===== src/rtl/ctrl_pkg.sv =====
// Shared constants for the controller input conditioner: channel count,
// channel bit positions and the default debounce interval.
package ctrl_pkg;

  localparam int N_INPUTS = 6;

  localparam int IDX_LEFT   = 0;
  localparam int IDX_RIGHT  = 1;
  localparam int IDX_UP     = 2;
  localparam int IDX_DOWN   = 3;
  localparam int IDX_ATTACK = 4;
  localparam int IDX_PERY   = 5;

  // 10 ms at 100 MHz
  localparam int DEFAULT_DEBOUNCE_CYCLES = 1000000;

endpackage


===== src/rtl/debounce_channel.sv =====
// Single-input conditioner: polarity normalise, 2-FF synchroniser, and a
// stability counter that flips the stable bit after DEBOUNCE_CYCLES mismatches.
module debounce_channel #(
  parameter int DEBOUNCE_CYCLES  = 4,
  parameter bit INPUT_ACTIVE_LOW = 1'b1
) (
  input  logic clk,
  input  logic reset,
  input  logic raw,
  output logic stable
);

  localparam int CW = $clog2(DEBOUNCE_CYCLES);
  localparam logic [CW-1:0] CNT_MAX = CW'(DEBOUNCE_CYCLES - 1);

  logic          raw_norm;
  logic          sync1_reg;
  logic          sync2_reg;
  logic          stable_reg;
  logic          stable_next;
  logic [CW-1:0] cnt_reg;
  logic [CW-1:0] cnt_next;

  assign raw_norm = INPUT_ACTIVE_LOW ? ~raw : raw;

  always_comb begin
    cnt_next    = cnt_reg + 1'b1;
    stable_next = stable_reg;
    if (sync2_reg == stable_reg) begin
      cnt_next = '0;
    end else if (cnt_reg == CNT_MAX) begin
      stable_next = ~stable_reg;
      cnt_next    = '0;
    end
  end

  // Sync flops hold the normalised value, so 0 here is the inactive raw level.
  always_ff @(posedge clk) begin
    if (reset) begin
      sync1_reg  <= 1'b0;
      sync2_reg  <= 1'b0;
      stable_reg <= 1'b0;
      cnt_reg    <= '0;
    end else begin
      sync1_reg  <= raw_norm;
      sync2_reg  <= sync1_reg;
      stable_reg <= stable_next;
      cnt_reg    <= cnt_next;
    end
  end

  assign stable = stable_reg;

endmodule


===== src/rtl/controller_input_conditioner.sv =====
// Debounces the six Pmod controller inputs and produces registered levels plus
// press/release strobes. Define CTRL_SOCD_EN to neutralise opposing directions.
module controller_input_conditioner #(
  parameter int N_INPUTS         = ctrl_pkg::N_INPUTS,
  parameter int DEBOUNCE_CYCLES  = ctrl_pkg::DEFAULT_DEBOUNCE_CYCLES,
  parameter bit INPUT_ACTIVE_LOW = 1'b1
) (
  input  logic                clk,
  input  logic                reset,
  input  logic [N_INPUTS-1:0] raw_in,
  output logic [N_INPUTS-1:0] level_out,
  output logic [N_INPUTS-1:0] press_pulse,
  output logic [N_INPUTS-1:0] release_pulse,
  output logic                any_change
);

  import ctrl_pkg::*;

  logic [N_INPUTS-1:0] stable;
  logic [N_INPUTS-1:0] masked;
  logic [N_INPUTS-1:0] level_reg;
  logic [N_INPUTS-1:0] level_next;
  logic [N_INPUTS-1:0] press_reg;
  logic [N_INPUTS-1:0] press_next;
  logic [N_INPUTS-1:0] release_reg;
  logic [N_INPUTS-1:0] release_next;
  logic                any_change_reg;
  logic                any_change_next;

  genvar gi;
  generate
    for (gi = 0; gi < N_INPUTS; gi++) begin : g_chan
      debounce_channel #(
        .DEBOUNCE_CYCLES  (DEBOUNCE_CYCLES),
        .INPUT_ACTIVE_LOW (INPUT_ACTIVE_LOW)
      ) u_chan (
        .clk    (clk),
        .reset  (reset),
        .raw    (raw_in[gi]),
        .stable (stable[gi])
      );
    end
  endgenerate

  always_comb begin
    masked = stable;
`ifdef CTRL_SOCD_EN
    // Opposing directions held together resolve to neutral.
    if (stable[IDX_LEFT] && stable[IDX_RIGHT]) begin
      masked[IDX_LEFT]  = 1'b0;
      masked[IDX_RIGHT] = 1'b0;
    end
    if (stable[IDX_UP] && stable[IDX_DOWN]) begin
      masked[IDX_UP]   = 1'b0;
      masked[IDX_DOWN] = 1'b0;
    end
`endif
  end

  always_comb begin
    level_next      = masked;
    press_next      = ~level_reg & masked;
    release_next    = level_reg & ~masked;
    any_change_next = |(press_next | release_next);
  end

  always_ff @(posedge clk) begin
    if (reset) begin
      level_reg      <= '0;
      press_reg      <= '0;
      release_reg    <= '0;
      any_change_reg <= 1'b0;
    end else begin
      level_reg      <= level_next;
      press_reg      <= press_next;
      release_reg    <= release_next;
      any_change_reg <= any_change_next;
    end
  end

  assign level_out     = level_reg;
  assign press_pulse   = press_reg;
  assign release_pulse = release_reg;
  assign any_change    = any_change_reg;

endmodule


===== config.mk =====
export PLATFORM = sky130hd
export DESIGN_NAME = controller_input_conditioner
export DESIGN_NICKNAME = d
export VERILOG_FILES = /design/src/rtl/ctrl_pkg.sv /design/src/rtl/debounce_channel.sv /design/src/rtl/controller_input_conditioner.sv
export SDC_FILE = /design/constraint.sdc
export NUM_CORES = 1
export LEC_CHECK = 0
export BUFFER_PORTS_ARGS = -buffer_cell sky130_fd_sc_hd__buf_2
export CORE_ASPECT_RATIO = 0.9
export CORE_MARGIN = 1.5
export CORE_UTILIZATION = 55
export CTS_BUF_LIST = sky130_fd_sc_hd__clkbuf_16
export CTS_CLUSTER_DIAMETER = 60
export CTS_CLUSTER_SIZE = 16
export DETAILED_ROUTE_END_ITERATION = 6
export PLACE_DENSITY = 0.72
export SYNTH_ARGS = -nofsm -noshare
export SYNTH_HDL_FRONTEND = slang
export SYNTH_HIERARCHICAL = 1
export SYNTH_SLANG_ARGS = --single-unit

===== constraint.sdc =====
create_clock -name clk -period 4.84 [get_ports clk]
set_input_delay 0.242 -clock clk [delete_from_list [all_inputs] [get_ports clk]]
set_output_delay 0.242 -clock clk [all_outputs]
set_load 0.05 [all_outputs]

==> run metrics <==
max reg flops 120; Fin Setup TNS 0 ns; Pwr Density 336 mW/mm^2; first-pass iteration count of the detailed router 6; postcts setup bufs 0; vias in the first global route 4854; number of CTS-inserted buffers 17; Synth area leader dfxtp_1; fin crit share 0.381; largest net degree at the start of global routing 44; Final setup violation count 0; Worst EP arrival 2.13 ns; Synth Area per Inst 9.35 um^2; Min Hold Slack 0.339 ns; routability cong. 0.787; clk buf depth 2; Post-Place Worst Slack 3.02 ns; fin area 0.00776 mm^2; Worst-Skew Late Latency 0.42 ns; CTS resizes 0; Synth area leaders dfxtp_1 45%, xnor2_1 11%, nor2_1 8.1%; CTS tree built; unrepaired setup endpoints after global routing no; sequential element share of the synthesized area 0.453; Syn Inst Count 743; DRC 0; vias 5132; Worst setup SP type register; status complete, no violations; Critical Path Sink Type register; share of layout cells above drive strength 1 0.107; first-pass GRT wire length 21700 um; top cells by count, synth 157 x dfxtp_1, 150 x nor2_1, 84 x xnor2_1, 42 x inv_1, 30 x nor3_1; # H-tree levels 4; port bufs 26; CP max FO 17; Syn Nets 769; Worst Skew 0.00389 ns; post-synthesis register bit count 157; WP data required 5.12 ns; maxcap violations 0; CP max-delay cell o21ai_4; Core ar. 0.0122 mm^2; DR WL/cell 13.2 um; Final min period 1.84 ns; Syn-to-layout area delta 11.8%; I/O pins 27; clock tree root buffer cell clkbuf_16; Placed Area 0.00714 mm^2; die width 121 um; Max Clock Freq 543 MHz; hpwl dp 8460 um; NumNets Final 807; number of flops mapped to enable cells by yosys 0; DRT antenna net count 0; Via density 5.39; Hold Path Class input pin to register; # clock sinks 157; grt ovf 0; Post-Synthesis Cell Area 0.00694 mm^2; # hold bufs at CTS 6; Leakage 0.00241 uW; Setup Crit Path Kind register to register; initial core utilization 0.571; Slew headroom 0.688; CP Cell Sequence ha_1 > nand3_4 > or2_1 > o21ai_4 > nor2_1; Worst IR Drop VDD 0.000259 V; Antenna diodes 0; area fraction of the dominant cell type after synthesis 0.453; Iter 0 DRT Violations 407; Tot GR Track Use 0.204; Async S/R FF share, synth 0; initial antenna violation count 0; Most used DFF post-synth dfxtp_1; most common cell in the netlist dfxtp_1; Worst-path clk slew 0.06 ns; Detailed Route WL 12600 um; Unique masters post-synth 33; Critical Path Max Stage Delay 0.45 ns; slew at the pin with the worst max-slew slack 0.466 ns; Slew Viols, Final 0; Vert. Die Dim 110 um; fillers 1011; Die ar. 0.0133 mm^2; synth warn 6; Core Util, Final 0.638; Cell Rows 38; fin worst setup slack 3.00 ns; Hold Vio Cnt, Final 0
[cells in the final DEF (no fill, tap or decap), types with 4 or more instances in the layout]
cell,instances
dfxtp_1,157
nor2_1,150
xnor2_1,84
inv_1,45
nor3_1,30
buf_2,26
nand2_1,24
nor4_1,24
nand4_1,24
nand3_1,24
ha_1,18
o221ai_1,18
clkbuf_16,17
and3_1,12
nor4_2,12
a211oi_1,12
or3_1,12
a21oi_1,12
nor2b_1,10
nand3_4,6
or2_1,6
nor3b_1,6
and4bb_1,6
o21ai_4,6
xor2_1,6
nand4_2,6
and2_1,6
o21ai_0,6
dlygate4sd3_1,6
and2b_1,5
clkinv_1,4
clkinv_2,4
[report_power, final]
group | internal [uW] | total, uW | switching, uW
clock | 789 | 1280 | 490
sequential | 1300 | 1300 | 3.46
combinational | 12.0 | 31.0 | 18.9
total | 2100 | 2610 | 512
[layout make-up]
type / instances / area (um^2) / area share
multi-input combinational: 530 / 3500 / 0.451
timing repair buffer: 33 / 198 / 0.0255
tap: 160 / 200 / 0.0258
clock inverter: 14 / 136 / 0.0176
inverter: 42 / 158 / 0.0203
clock buffer: 17 / 425 / 0.0548
sequential: 157 / 3140 / 0.405
[metrics by stage]
stage,cells,power (uW)
finish,953,2610
CTS,953,2650
floorplan,743,1350
global route,953,2710
detailed placement,916,1360
global placement,916,1360
[logic make-up after synthesis]
kind of cell	count (synthesis)	synth area share
flip-flops	157	0.453
adder cells (fa/ha/maj)	18	0.0324
XOR/XNOR	90	0.114
AO/OA/AOI/OAI	55	0.0658
AND/OR/NAND/NOR	367	0.293
buffers and inverters	56	0.0427
[critical path: cells and delay by family, from the launching register on]
| kind | cells | cell delay, ns |
|---|---|---|
| DFF | 1 | 0.38 |
| AOI/OAI and AO/OA | 1 | 0.45 |
| adders and majority gates | 1 | 0.25 |
| and+or+nand+nor | 3 | 0.63 |
[worst paths after layout]
check,start,to,slack (ns),cells after the start
max,g_chan[5].u_chan/cnt_reg[0]$_SDFF_PP0_,g_chan[5].u_chan/cnt_reg[7]$_SDFF_PP0_,3.00,5
min,reset,g_chan[3].u_chan/sync1_reg$_SDFF_PP0_,0.34,3
max reg2reg,g_chan[5].u_chan/cnt_reg[0]$_SDFF_PP0_,g_chan[5].u_chan/cnt_reg[7]$_SDFF_PP0_,3.00,5
min reg2reg,g_chan[2].u_chan/sync1_reg$_SDFF_PP0_,g_chan[2].u_chan/sync2_reg$_SDFF_PP0_,0.44,1
[metal layers]
metal,track usage,up-vias,share of wire
li1,-,2645,-
met1,0.252,2412,0.47
met2,0.337,58,0.48
met3,0.0617,17,0.033
met4,0.0765,0,0.015
met5,0,-,0
Power figures use the tool's default switching activity.
